==> src/rtl/mux_2x1_arbiter.sv <==
// Two-input round-robin arbiter driving a 2:1 data mux with a
// valid/ready output. A grant lasts until the granted requester drops
// its req or MAX_BURST beats have been transferred. When both requesters
// want the output, the one not served last wins.
module mux_2x1_arbiter #(
   parameter int WIDTH     = 8,
   parameter int MAX_BURST = 4
) (
   input  logic             clk,
   input  logic             rst,
   input  logic             req_a,
   input  logic [WIDTH-1:0] a,
   input  logic             req_b,
   input  logic [WIDTH-1:0] b,
   output logic             gnt_a,
   output logic             gnt_b,
   output logic             sel,
   output logic [WIDTH-1:0] c,
   output logic             c_valid,
   input  logic             c_ready
);

   typedef enum logic [1:0] {
      IDLE  = 2'd0,
      GNT_A = 2'd1,
      GNT_B = 2'd2
   } state_t;

   // Counter value at which the next transfer is the last one of a burst.
   localparam logic [7:0] LAST_BEAT = 8'(MAX_BURST - 1);

   state_t     state_reg, state_next;
   logic [7:0] count_reg, count_next;
   logic       last_b_reg, last_b_next;   // 1: B was served most recently
   logic       grant_end;
   logic       xfer;

   // Grant and select come straight from the state register.
   assign gnt_a   = (state_reg == GNT_A);
   assign gnt_b   = (state_reg == GNT_B);
   assign sel     = (state_reg == GNT_B);
   assign c       = sel ? b : a;
   assign c_valid = (gnt_a & req_a) | (gnt_b & req_b);
   assign xfer    = c_valid & c_ready;

   // State, burst counter and last-served flag; reset aborts any burst.
   always_ff @(posedge clk or posedge rst) begin
      if (rst) begin
         state_reg  <= IDLE;
         count_reg  <= 8'd0;
         last_b_reg <= 1'b1;
      end else begin
         state_reg  <= state_next;
         count_reg  <= count_next;
         last_b_reg <= last_b_next;
      end
   end

   // Decide whether the current grant ends and who owns the output next.
   always_comb begin
      state_next  = state_reg;
      count_next  = count_reg;
      last_b_next = last_b_reg;
      grant_end   = 1'b0;

      case (state_reg)
         IDLE:    grant_end = 1'b1;
         GNT_A:   grant_end = !req_a || (xfer && (count_reg == LAST_BEAT));
         GNT_B:   grant_end = !req_b || (xfer && (count_reg == LAST_BEAT));
         default: grant_end = 1'b1;
      endcase

      if (grant_end) begin
         // Every (re-)entry into a grant starts a fresh burst, including
         // re-granting the same requester after its burst limit.
         count_next = 8'd0;
         if (req_a && req_b)
            state_next = last_b_reg ? GNT_A : GNT_B;
         else if (req_a)
            state_next = GNT_A;
         else if (req_b)
            state_next = GNT_B;
         else
            state_next = IDLE;

         if (state_next == GNT_A)
            last_b_next = 1'b0;
         else if (state_next == GNT_B)
            last_b_next = 1'b1;
      end else if (xfer) begin
         count_next = count_reg + 8'd1;
      end
   end

endmodule

==> config.mk <==
export PLATFORM = sky130hd
export DESIGN_NAME = mux_2x1_arbiter
export DESIGN_NICKNAME = d
export VERILOG_FILES = /design/src/rtl/mux_2x1_arbiter.sv
export SDC_FILE = /design/constraint.sdc
export NUM_CORES = 1
export LEC_CHECK = 0
export CAP_MARGIN = 30
export CORE_MARGIN = 2
export CORE_UTILIZATION = 44
export DETAILED_ROUTE_END_ITERATION = 6
export PLACE_DENSITY = 0.83
export SLEW_MARGIN = 20
export SYNTH_ARGS = -nofsm -noshare
export SYNTH_HDL_FRONTEND = slang
export SYNTH_SLANG_ARGS = --single-unit
==> constraint.sdc <==
create_clock -name clk -period 2.68 [get_ports clk]
set_clock_uncertainty 0.2 [all_clocks]
set_input_delay 0.268 -clock clk [delete_from_list [all_inputs] [get_ports clk]]
set_output_delay 0.268 -clock clk [all_outputs]
set_load 0.03 [all_outputs]
==> summary.md, run 1 <==
| Metric | Value |
|---|---|
| Mapped Cells | `76` |
| ANT nets after route | `0` |
| Worst Path Max Fanout | `11` |
| Min cycle time layout | `about 2.5 ns` |
| Die area | `0.00212 mm^2` |
| Dpl hpwl | `1410 um` |
| Status | `finished, final reports clean` |
| Avg Cell Area, Syn | `about 10 um^2` |
| Drt drc | `0` |
| Root Buffer | `clkbuf_4` |
| Setup TNS | `0 ns` |
| Row cnt | `15` |
| Initial drt markers | `5` |
| Achievable Freq | `394 MHz` |
| CP arrival | `2.07 ns` |
| Setup violators final | `0` |
| Async set-reset flop share out of synthesis | `100%` |
| CTS Buf Count | `3` |
| Synthesis Warnings | `0` |
| # Post-CTS Setup Buffers | `0` |
| Placer congestion estimate | `around 0.8` |
| Pin slew with the least headroom to its limit | `0.411 ns` |
| Gr ovfl total | `0` |
| Antenna violations before repair | `0` |
| Crit start category | `flop` |
| Commonest non-fill, non-tap cell in the layout | `clkdlybuf4s50_1` |
| Commonest cells after routing, fill and taps aside | `clkdlybuf4s50_1 (32), dfrtp_1 (10), mux2_2 (8), nor2_1 (6)` |
| H-tree depth | `1` |
| Crit Path Category | `flop to output pin` |
| Fin Hold WS | `0.0718 ns` |
| Power Dens Cells | `a little under 800 mW/mm^2` |
| Cts hold-fix bufs | `0` |
| Drt pass-1 iters | `4` |
| Largest register FFs | `8` |
| VDD IR max | `between 0.0005 and 0.0006 V` |
| Layout cells sized above 1 | `18.9%` |
| Yosys reg bits | `11` |
| Post-synthesis instance area | `776 um^2` |
| Die W | `around 46 um` |
| Port-buffer cells | `32` |
| All-Layer GR Usage | `19.0%` |
| Initial core utilization | `45.9%` |
| Clock buffer depth | `2` |
| Post-synthesis cell type count | `28` |
| Nets | `~140` |
| Vias | `between 600 and 700` |
| Area delta synth->final | `46.5%` |
| Sequential share of the synthesized area | `35.6%` |
| N_diodes | `0` |
| Slew HR | `between 70% and 80%` |
| Max Slew Vio Count | `0` |
| Main synth FF type | `dfrtp_1` |
| Clock transition at the registers of the reported paths | `0.07 ns` |
| EDFF count, synth | `0` |
| Crit end category | `output pin` |
| Max-cap violation count | `0` |
| Largest net degree at the start of global routing | `12` |
| Syn_nets | `between 100 and 150` |
| Total leakage power | `about 0.48 nW` |
| Cells after DPL | `124` |
| Via/cell ratio | `5.25` |
| Core footprint | `0.00169 mm^2` |
| First-pass GRT wire length | `2790 um` |
| Critical Path RT | `~2.2 ns` |
| Clk sinks | `11` |
| I/O pin cnt | `33` |
| Non-filler cells, final | `128` |
| Wirelength, routed | `1720 um` |
| Hold Crit Class | `primary input to asynchronous set/reset pin` |
| Later-pin clock latency in the skew report | `0.28 ns` |
| Vias in the first global route | `620` |
| Die Y | `46.0 um` |
| CTS tree | `built` |
| Avg WL per Cell | `13.4 um` |
| Period utilisation layout | `94.6%` |
| RSZ-0062 raised after global routing | `no` |
| Final hold violations | `0` |
final timing paths:
check                                    startpoint                       end  slack (ns)  cells after the start
max                        state_reg[0]$_DFFE_PP0P_                      c[2]        0.15                      4
min                                             rst  state_reg[1]$_DFFE_PP0P_        0.07                      2
max reg2reg                state_reg[0]$_DFFE_PP0P_  state_reg[0]$_DFFE_PP0P_        0.65                      7
min reg2reg                  last_b_reg$_DFFE_PP1P_    last_b_reg$_DFFE_PP1P_        0.29                      2
max in group asynchronous                       rst    last_b_reg$_DFFE_PP1P_        1.89                      2
min in group clk             last_b_reg$_DFFE_PP1P_    last_b_reg$_DFFE_PP1P_        0.29                      2
worst max-delay path, cell delays in order (launching register included):
cell             delay, ns
dfrtp_1               0.40
inv_1                 0.07
ha_2                  0.36
mux2_2                0.37
clkdlybuf4s50_1       0.60
cell usage after synthesis (2+ instances only):
master,instances,share of area [%]
dfrtp_1,10,32
mux2_2,8,12
nor2_1,6,2.9
nand2_1,5,2.4
nand3_1,5,3.2
ha_1,4,6.5
inv_1,4,1.9
nand4_1,4,3.2
mux2i_1,3,3.9
nor3_1,3,1.9
xnor2_1,3,3.4
xor2_1,3,3.4
a21boi_0,2,1.9
a21oi_1,2,1.3
metrics by stage:
stage / setup WS [ns] / util [%] / power, mW / cell area, um^2
2_1_floorplan: 0.526 / - / 0.610 / 776
3_3_place_gp: 0.331 / 65.5 / 0.770 / 1110
3_5_place_dp: 0.291 / 65.5 / 0.784 / 1110
4_1_cts: 0.121 / 67.3 / 0.908 / 1140
5_1_grt: 0.0600 / 67.3 / 0.951 / 1140
6_report: 0.145 / 67.3 / 0.895 / 1140
repair_timing:
action                                  CTS  global route
hold endpoints to repair                  0             0
resized for setup                         1             0
endpoints found under the setup margin    8             0
report_power, final:
group | switching [mW] | internal, mW | total, mW
clock | 0.0583 | 0.0554 | 0.114
sequential | 0.0176 | 0.194 | 0.212
combinational | 0.307 | 0.262 | 0.569
logic make-up after synthesis:
logic type | Yosys count | share of synthesized area [%]
muxes | 12 | 17.4
buffers and inverters | 7 | 5.16
and+or+nand+nor | 30 | 21.9
xor gates and xnor gates | 6 | 6.78
DFF | 11 | 35.6
AOI/OAI and AO/OA | 6 | 6.61
adders and majority gates | 4 | 6.45
per-layer routing:
| metal | global-route usage, % | vias up | share of wire (%) |
|---|---|---|---|
| met5 | 0 | - | 0 |
| met4 | 3.43 | 0 | 0.99 |
| met3 | 7.14 | 3 | 5.9 |
| met2 | 31.4 | 16 | 51 |
| met1 | 23.8 | 315 | 43 |
| li1 | - | 338 | - |
layout make-up:
| class | count | area, um^2 |
|---|---|---|
| inverter | 5 | 21.3 |
| clock inverter | 1 | 5.00 |
| timing repair buffer | 33 | 328 |
| sequential | 11 | 277 |
| multi-input combinational | 58 | 462 |
| fill | 127 | 553 |
| tap | 17 | 21.3 |
| clock buffer | 3 | 22.5 |
Power figures use the tool's default switching activity.
==> inputs of run 2 (changes only) <==
--- a/config.mk
+++ b/config.mk
@@ -10,6 +10,7 @@
 export CORE_UTILIZATION = 44
 export DETAILED_ROUTE_END_ITERATION = 6
 export PLACE_DENSITY = 0.83
+export RECOVER_POWER = 25
 export SLEW_MARGIN = 20
 export SYNTH_ARGS = -nofsm -noshare
 export SYNTH_HDL_FRONTEND = slang
==> summary.md, run 2 (synthesis gave the netlist of run 1 again) <==
| Metric | Value |
|---|---|
| Hold Crit Class | `primary input to asynchronous set/reset pin` |
| Initial core utilization | `45.9%` |
| Status | `finished, final reports clean` |
| Critical Path RT | `~2.2 ns` |
| Final hold violations | `0` |
| H-tree depth | `1` |
| Achievable Freq | `394 MHz` |
| Placer congestion estimate | `just over 0.8` |
| Layout cells sized above 1 | `18.9%` |
| Row cnt | `15` |
| Avg WL per Cell | `about 13 um` |
| VDD IR max | `0.000517 V` |
| Gr ovfl total | `0` |
| Setup violators final | `0` |
| Min cycle time layout | `approximately 2.5 ns` |
| Area delta synth->final | `46.5%` |
| Total leakage power | `0.483 nW` |
| Pin slew with the least headroom to its limit | `0.410 ns` |
| Drt drc | `0` |
| Port-buffer cells | `32` |
| Crit start category | `flop` |
| Die area | `0.00212 mm^2` |
| Worst Path Max Fanout | `11` |
| Later-pin clock latency in the skew report | `0.28 ns` |
| Root Buffer | `clkbuf_4` |
| Max Slew Vio Count | `0` |
| Dpl hpwl | `1410 um` |
| RSZ-0062 raised after global routing | `no` |
| CP arrival | `around 2.1 ns` |
| Crit Path Category | `flop to output pin` |
| ANT nets after route | `0` |
| Core footprint | `0.00169 mm^2` |
| Power Dens Cells | `787 mW/mm^2` |
| Initial drt markers | `5` |
| All-Layer GR Usage | `19.0%` |
| Die W | `46.0 um` |
| Die Y | `between 40 and 50 um` |
| Antenna violations before repair | `0` |
| Slew HR | `72.6%` |
| Commonest cells after routing, fill and taps aside | `clkdlybuf4s50_1 (31), dfrtp_1 (10), mux2_2 (8), nor2_1 (6)` |
| Crit end category | `output pin` |
| Vias in the first global route | `620` |
| # Post-CTS Setup Buffers | `0` |
| Nets | `137` |
| First-pass GRT wire length | `around 2800 um` |
| Clock transition at the registers of the reported paths | `approximately 0.070 ns` |
| Period utilisation layout | `94.6%` |
| Setup TNS | `0 ns` |
| Commonest non-fill, non-tap cell in the layout | `clkdlybuf4s50_1` |
| Via/cell ratio | `5.25` |
| Max-cap violation count | `0` |
| Clk sinks | `11` |
| Wirelength, routed | `1720 um` |
| Cts hold-fix bufs | `0` |
| N_diodes | `0` |
| Largest register FFs | `8` |
| Largest net degree at the start of global routing | `12` |
| CTS tree | `built` |
| Drt pass-1 iters | `4` |
| I/O pin cnt | `33` |
| Vias | `672` |
| CTS Buf Count | `3` |
| Post-cts resize count | `1` |
| Clock buffer depth | `2` |
| Total power draw | `895 uW` |
-- run 2: cell count changes in the layout (fill, tap and decap cells not counted) --
cell	change
clkdlybuf4s50_1	-1
dlygate4sd3_1	+1
-- run 2: path summary, 6_finish.rpt --
check	startpoint	to	slack [ns]	cells past startpoint
hold / removal	rst	state_reg[1]$_DFFE_PP0P_	0.21	2
hold reg to reg	last_b_reg$_DFFE_PP1P_	last_b_reg$_DFFE_PP1P_	0.29	2
setup reg to reg	state_reg[0]$_DFFE_PP0P_	state_reg[0]$_DFFE_PP0P_	0.65	7
setup / recovery	state_reg[0]$_DFFE_PP0P_	c[2]	0.15	4
max in group asynchronous	rst	last_b_reg$_DFFE_PP1P_	1.75	2
min in group clk	last_b_reg$_DFFE_PP1P_	last_b_reg$_DFFE_PP1P_	0.29	2
-- run 2: per-layer routing --
layer  global-route usage (%)  routed length [um]  share of wire, %
met3                     7.14                 101               5.9
met4                     3.43                  17              0.99
met1                     23.8                 731                43
met2                     31.4                 868                51
met5                        0                   0                 0
-- run 2: area by class of cell --
class                           instances  area [um^2]
Timing Repair Buffer                   33          328
Tap cell                               17         21.3
Sequential cell                        11          277
Clock inverter                          1         5.00
Clock buffer                            3         22.5
Multi-Input combinational cell         58          462
Fill cell                             127          553
Inverter                                5         21.3
-- run 2: metrics by stage --
step	setup WS [ns]	util [%]	cell area, um^2	std cells	hold WS (ns)
2_1_floorplan	0.526	-	776	76	-0.0803
3_3_place_gp	0.331	65.5	1110	124	0.278
3_5_place_dp	0.291	65.5	1110	124	0.289
4_1_cts	0.121	67.3	1140	128	0.0772
5_1_grt	0.0600	67.3	1140	128	0.248
6_report	0.145	67.3	1140	128	0.209
-- run 2: where the power goes --
part	internal (mW)	switching, mW	total [mW]
Clock	0.0554	0.0583	0.114
Combinational	0.261	0.307	0.569
Sequential	0.194	0.0176	0.212
Total	0.511	0.383	0.895
-- run 2: worst max-delay path, stage by stage, from the launching register on --
cell and delay (ns):
dfrtp_1 0.40, inv_1 0.07, ha_2 0.36, mux2_2 0.37, clkdlybuf4s50_1 0.60
